## config.mk

```make
export PLATFORM = sky130hd
export DESIGN_NAME = irq_pending_arbiter
export DESIGN_NICKNAME = d
export VERILOG_FILES = /design/src/rtl/irq_pkg.sv /design/src/rtl/prio_enc_n.sv /design/src/rtl/irq_pending_arbiter.sv
export SDC_FILE = /design/constraint.sdc
export NUM_CORES = 1
export LEC_CHECK = 0
export ABC_AREA = 1
export BUFFER_PORTS_ARGS = -buffer_cell sky130_fd_sc_hd__buf_2
export CAP_MARGIN = 25
export CELL_PAD_IN_SITES_DETAIL_PLACEMENT = 1
export CELL_PAD_IN_SITES_GLOBAL_PLACEMENT = 2
export CORE_MARGIN = 2
export CORE_UTILIZATION = 22
export CTS_CLUSTER_DIAMETER = 100
export DETAILED_ROUTE_END_ITERATION = 10
export PLACE_DENSITY_LB_ADDON = 0.1
export SYNTH_ARGS = -nofsm -noshare
export SYNTH_HDL_FRONTEND = slang
export SYNTH_HIERARCHICAL = 1
export SYNTH_SLANG_ARGS = --single-unit
```

## constraint.sdc

```tcl
create_clock -name clk -period 1.36 [get_ports clk]
set_input_delay 0.068 -clock clk [delete_from_list [all_inputs] [get_ports clk]]
set_output_delay 0.068 -clock clk [all_outputs]
set_load 0.005 [all_outputs]
```

## src/rtl/irq_pkg.sv

```systemverilog
// rtl/irq_pkg.sv - shared constants and types for the interrupt pending/arbiter path
package irq_pkg;

    localparam int IRQ_N = 8;

    function automatic int id_width(input int n);
        return (n < 2) ? 1 : $clog2(n);
    endfunction

    typedef logic [id_width(IRQ_N)-1:0] irq_id_t;

endpackage

```

## src/rtl/prio_enc_n.sv

```systemverilog
// rtl/prio_enc_n.sv - combinational highest-index priority encoder
module prio_enc_n #(
    parameter int N   = 8,
    parameter int IDW = 3
) (
    input  logic [N-1:0]   req,
    output logic [IDW-1:0] idx,
    output logic           any
);

    // Ascending scan: the last set bit seen is the highest index.
    always_comb begin
        idx = '0;
        any = 1'b0;
        for (int i = 0; i < N; i++) begin
            if (req[i]) begin
                idx = IDW'(i);
                any = 1'b1;
            end
        end
    end

endmodule

```

## src/rtl/irq_pending_arbiter.sv

```systemverilog
// rtl/irq_pending_arbiter.sv - interrupt capture, pending register and registered grant output
module irq_pending_arbiter
    import irq_pkg::*;
#(
    parameter int N   = IRQ_N,
    parameter int IDW = id_width(N)
) (
    input  logic           clk,
    input  logic           rst,
    input  logic           en,
    input  logic [N-1:0]   irq_in,
    input  logic [N-1:0]   edge_sel,
    input  logic [N-1:0]   mask,
    input  logic           id_ready,
    output logic [IDW-1:0] id_out,
    output logic           id_valid,
    output logic [N-1:0]   pending,
    output logic           lost,
    input  logic           lost_clr
);

    logic [N-1:0]   irq_q, irq_d;
    logic [N-1:0]   pending_q, pending_d;
    logic [IDW-1:0] id_out_q, id_out_d;
    logic           id_valid_q, id_valid_d;
    logic           lost_q, lost_d;

    logic           handshake;
    logic [N-1:0]   clr_vec;
    logic [N-1:0]   set_vec;
    logic [N-1:0]   cand;
    logic [IDW-1:0] winner;
    logic           cand_any;

    // Capture and selection front end; the accepted id is removed from
    // candidates so a handshake edge can load the next winner directly.
    always_comb begin
        handshake = id_valid_q & id_ready;
        clr_vec   = '0;
        if (handshake) begin
            clr_vec[id_out_q] = 1'b1;
        end
        set_vec   = (edge_sel & irq_in & ~irq_q) | (~edge_sel & irq_in);
        cand      = pending_q & ~clr_vec & mask;
    end

    prio_enc_n #(
        .N   (N),
        .IDW (IDW)
    ) u_prio_enc (
        .req (cand),
        .idx (winner),
        .any (cand_any)
    );

    always_comb begin
        irq_d     = irq_in;
        pending_d = set_vec | (pending_q & ~clr_vec);
        lost_d    = ~lost_clr & (lost_q | (|(edge_sel & set_vec & pending_q & ~clr_vec)));
        if (id_valid_q && !id_ready) begin
            id_valid_d = id_valid_q;
            id_out_d   = id_out_q;
        end else begin
            id_valid_d = en & cand_any;
            id_out_d   = cand_any ? winner : '0;
        end
    end

    always_ff @(posedge clk or posedge rst) begin
        if (rst) begin
            irq_q      <= '0;
            pending_q  <= '0;
            id_out_q   <= '0;
            id_valid_q <= 1'b0;
            lost_q     <= 1'b0;
        end else begin
            irq_q      <= irq_d;
            pending_q  <= pending_d;
            id_out_q   <= id_out_d;
            id_valid_q <= id_valid_d;
            lost_q     <= lost_d;
        end
    end

    assign id_out   = id_out_q;
    assign id_valid = id_valid_q;
    assign pending  = pending_q;
    assign lost     = lost_q;

endmodule

```

==> run summary <==
The dominant synthesized flop cell is sky130_fd_sc_hd__dfrtp_1. The number of nets in the synthesized netlist came out at 188. The count of pins over their slew limit is 0. The clock root buffer is sky130_fd_sc_hd__clkbuf_8. For this run, the total global-route usage over all layers was measured as a little over an eighth.

The headroom to the max-slew limit came out at 80.0%. By instance count, the leading cell after synthesis is sky130_fd_sc_hd__nand2_1. The total design power is about 1.7 mW. The setup clock skew after layout is between 2 and 3 ps. The number of enable flip-flop cells after synthesis came out at 0. The slew at the pin closest to its max-slew limit came out at between 200 and 300 ps. The net count reported at finish came out at 271. Entering global routing, the biggest net connects 22 pins. The final critical path takes up 123% of the cycle.

The share of async-settable or async-resettable flops after synthesis came out at 100%. The half-perimeter wire length after placement is approximately 2600 um. The per-instance average area after synthesis came out at approximately 7 um2. The endpoint identified for the worst register-to-register timing path is id_out[1]$_DFFE_PP0N_. The worst reg2reg path depth is 9. The final reports fail on negative setup slack. In this design, the largest share of critical-path delay is due to simple AND/OR/NAND/NOR gates. The critical path in this run is classified as register to register. For this run the aggregate overflow at the end of global routing stands at 0. The standard cell with the maximum stage delay on the critical path is sky130_fd_sc_hd__dfrtp_1.

The clock slew seen by the registers of the worst setup and hold paths came out at 80 ps. The maximum root-to-sink buffer count came out at 2. The residual DRC count is 0.

The starting density of the core came out at between 20% and 30%. The count of H-tree levels built during CTS is 1. The biggest area contributor in the post-synthesis netlist is sky130_fd_sc_hd__dfrtp_1. Derived from the worst setup path, the maximum achievable clock frequency is between 500 and 600 MHz. The antenna cell count came out at 0. The run finished, with violations left. The final weighted congestion in routability-driven placement came out at 0.785. Ranked by total cell area, the synthesized netlist is headed by sky130_fd_sc_hd__dfrtp_1, sky130_fd_sc_hd__nand2_1, sky130_fd_sc_hd__inv_1, sky130_fd_sc_hd__nor2_1, sky130_fd_sc_hd__nand3_1. Across the VDD grid, the largest voltage drop is between 300 and 400 uV. During placement, the flow inserted port buffers numbering 41. The startpoint identified for the worst register-to-register timing path is id_out[0]$_DFFE_PP0N_. The tightest min-delay check is of the input port to register type. The total placed instance area is 1560 um2. Setup violations remaining at the end of the flow were counted as 5. Summing every instance area after synthesis gives around 1100 um2. The via count of the first global-routing pass is about 1300. The number of different library cells in the post-synthesis netlist is 13. The share of the synthesized area in the top cell type came out at 48.3%.

The final core area utilization came out at a little under two fifths. The final critical-path setup slack came out at -307 ps. The number of antenna violations at the first check in global routing is 0. The total number of vias is approximately 1200. The tool flagged a number of max-cap violations equal to 0.

Among the stages of the critical path, the cell type that occurs most often is sky130_fd_sc_hd__inv_2. The clock reaches the later pin of the worst-skew pair after 260 ps. Setup repair after global routing could not meet its margin everywhere. Relative to the synthesized area, the layout overhead comes to 66.3%. Dividing the detail-routed via count by the number of cells gives just under 4. Data arrives at the worst endpoint at about 1800 ps. The longest individual stage delay on the worst path is about 430 ps. Dividing the detail-routed wire length by the instance count gives 10.8 um. The gate count after technology mapping came out at around 160. The number of cells on the critical path came out at 9. The area of the die came out at roughly 5500 um2. TritonCTS built the clock tree. The number of CTS-inserted buffers came out at 3. The sequential area share after synthesis is 48.3%.

The final design instance area without fill is around 1800 um2. The critical path goes through inv_2, nor2_4, inv_2, o31ai_4, nor2_2, nor3_2, nand3_2, nand3_1, o21ai_1. Counting both buffers and inverters, the worst setup path holds a total of 2. The setup slack of the most critical reg-to-reg path is -310 ps. The floorplan step set the die height to 74.3 um.

The number of standard-cell rows in the floorplan is 25. The worst endpoint required time came out at ~1500 ps. The commonest cells after synthesis are sky130_fd_sc_hd__nand2_1, sky130_fd_sc_hd__inv_1, sky130_fd_sc_hd__dfrtp_1.

The total count of hold-check failures in the final report came to 0. The power density over cell area came out at 959 nW/um2. The wire length of the first global-routing pass came out at ~5500 um. The kind of capture point of the worst setup path is a register.

The standard cell core area came out at about 4800 um2. The post-detailed-routing wire length is ~3300 um. The share of post-route cells with drive strength above 1 is between 30% and 40%.

The I/O pin total came out at 42. The DRC violation total after the first TritonRoute iteration came out at 27. The final antenna-violating net count is 0. The post-synthesis register bit count came out at 21.

The maximum fanout along the worst path is 4. The first TritonRoute pass finished after 4 iterations. The worst setup path is launched from a register. For the finished layout, the period the worst path requires is between 1500 and 2000 ps.

The most critical setup path has its endpoint at id_out[1]$_DFFE_PP0N_. The most critical setup path has its startpoint at id_out[0]$_DFFE_PP0N_. The TritonCTS sink count came out at 21.

The static leakage came out at 1.03 nW. The width of the die came out at roughly 74 um. For this run, the number of Yosys warnings is 6.
through the flow:
stage / hold slack, ps / instances / setup TNS (ps) / setup WS [ps]
after floorplan: 44.5 / 159 / -457 / -119
after global placement: 120 / 291 / -1570 / -383
after detailed placement: 131 / 291 / -1500 / -369
after CTS: 18.6 / 306 / -1150 / -278
after global routing: 42.6 / 308 / -1730 / -410
final: 32.3 / 308 / -1200 / -307
flip-flops by register name, indices dropped and copies added (netlist names):
name      flops
pending       8
lost          1
id_valid      1
irq_q         8
id_out        3
cell families after synthesis:
family          synth area share [%]
simple gates                    37.2
buf+inv                         11.0
compound gates                  3.45
flops                           48.3
per-layer routing:
layer	part of all wire (%)	vias to the layer above	routed length, um	GRT usage, %
li1	-	635	-	-
met1	45	558	1500	16.2
met2	51	18	1720	23.7
met3	2.8	2	93	2.17
met4	0.69	0	23	4.17
met5	0	-	0	0
what timing repair did:
action                                  CTS  global route
resized for setup                         8            15
setup buffers                             1             2
hold endpoints to repair                 30             0
endpoints found under the setup margin    5             5
hold buffers                             10             0
pin swaps                                 3            11
area by class of cell:
cell class | count | area [um2]
fillers | 607 | 2950
clock buffers | 3 | 41.3
flip-flops and latches | 21 | 527
repair buffers | 78 | 512
clock inverters | 1 | 5.00
well taps | 67 | 83.8
inverters | 32 | 120
multi-input cells | 106 | 519
worst min path at each step:
stage | from | endpoint | depth (start not counted)
2_1_floorplan | rst | id_out[0]$_DFFE_PP0N_ | 1
3_3_place_gp | rst | pending[3]$_DFF_PP0_ | 3
3_5_place_dp | rst | irq_q[3]$_DFF_PP0_ | 3
4_1_cts | lost_clr | lost$_DFF_PP0_ | 4
5_1_grt | lost_clr | lost$_DFF_PP0_ | 4
6_report | lost_clr | lost$_DFF_PP0_ | 4
power breakdown:
part | switching [mW] | internal [mW] | total [mW]
clock | 0.224 | 0.204 | 0.428
sequential | 0.0488 | 0.680 | 0.729
combinational | 0.282 | 0.294 | 0.577
worst min-delay path, cell delays in order:
cell	delay, ps
sky130_fd_sc_hd__buf_2	80
sky130_fd_sc_hd__inv_1	30
sky130_fd_sc_hd__nand2_1	50
sky130_fd_sc_hd__inv_1	30
cell usage in the layout, fill, tap and decap left out:
cell and instances:
sky130_fd_sc_hd__o21ai_2 1, sky130_fd_sc_hd__buf_4 26, sky130_fd_sc_hd__nand4_1 2, sky130_fd_sc_hd__nor2_2 5, sky130_fd_sc_hd__o21ai_1 3, sky130_fd_sc_hd__inv_2 2, sky130_fd_sc_hd__nand2_1 59, sky130_fd_sc_hd__inv_1 30
sky130_fd_sc_hd__buf_6 1, sky130_fd_sc_hd__nand3_2 3, sky130_fd_sc_hd__buf_2 41, sky130_fd_sc_hd__nand3_1 3, sky130_fd_sc_hd__nor2_1 11, sky130_fd_sc_hd__nor3_1 5, sky130_fd_sc_hd__nand2_2 7, sky130_fd_sc_hd__clkinv_2 1
sky130_fd_sc_hd__clkbuf_8 3, sky130_fd_sc_hd__a21oi_1 2, sky130_fd_sc_hd__dfrtp_1 20, sky130_fd_sc_hd__nor2_4 3, sky130_fd_sc_hd__dlygate4sd3_1 10, sky130_fd_sc_hd__dfrtp_2 1, sky130_fd_sc_hd__nor3_2 1, sky130_fd_sc_hd__o31ai_4 1
No activity file was read; power rests on OpenSTA's default activity.
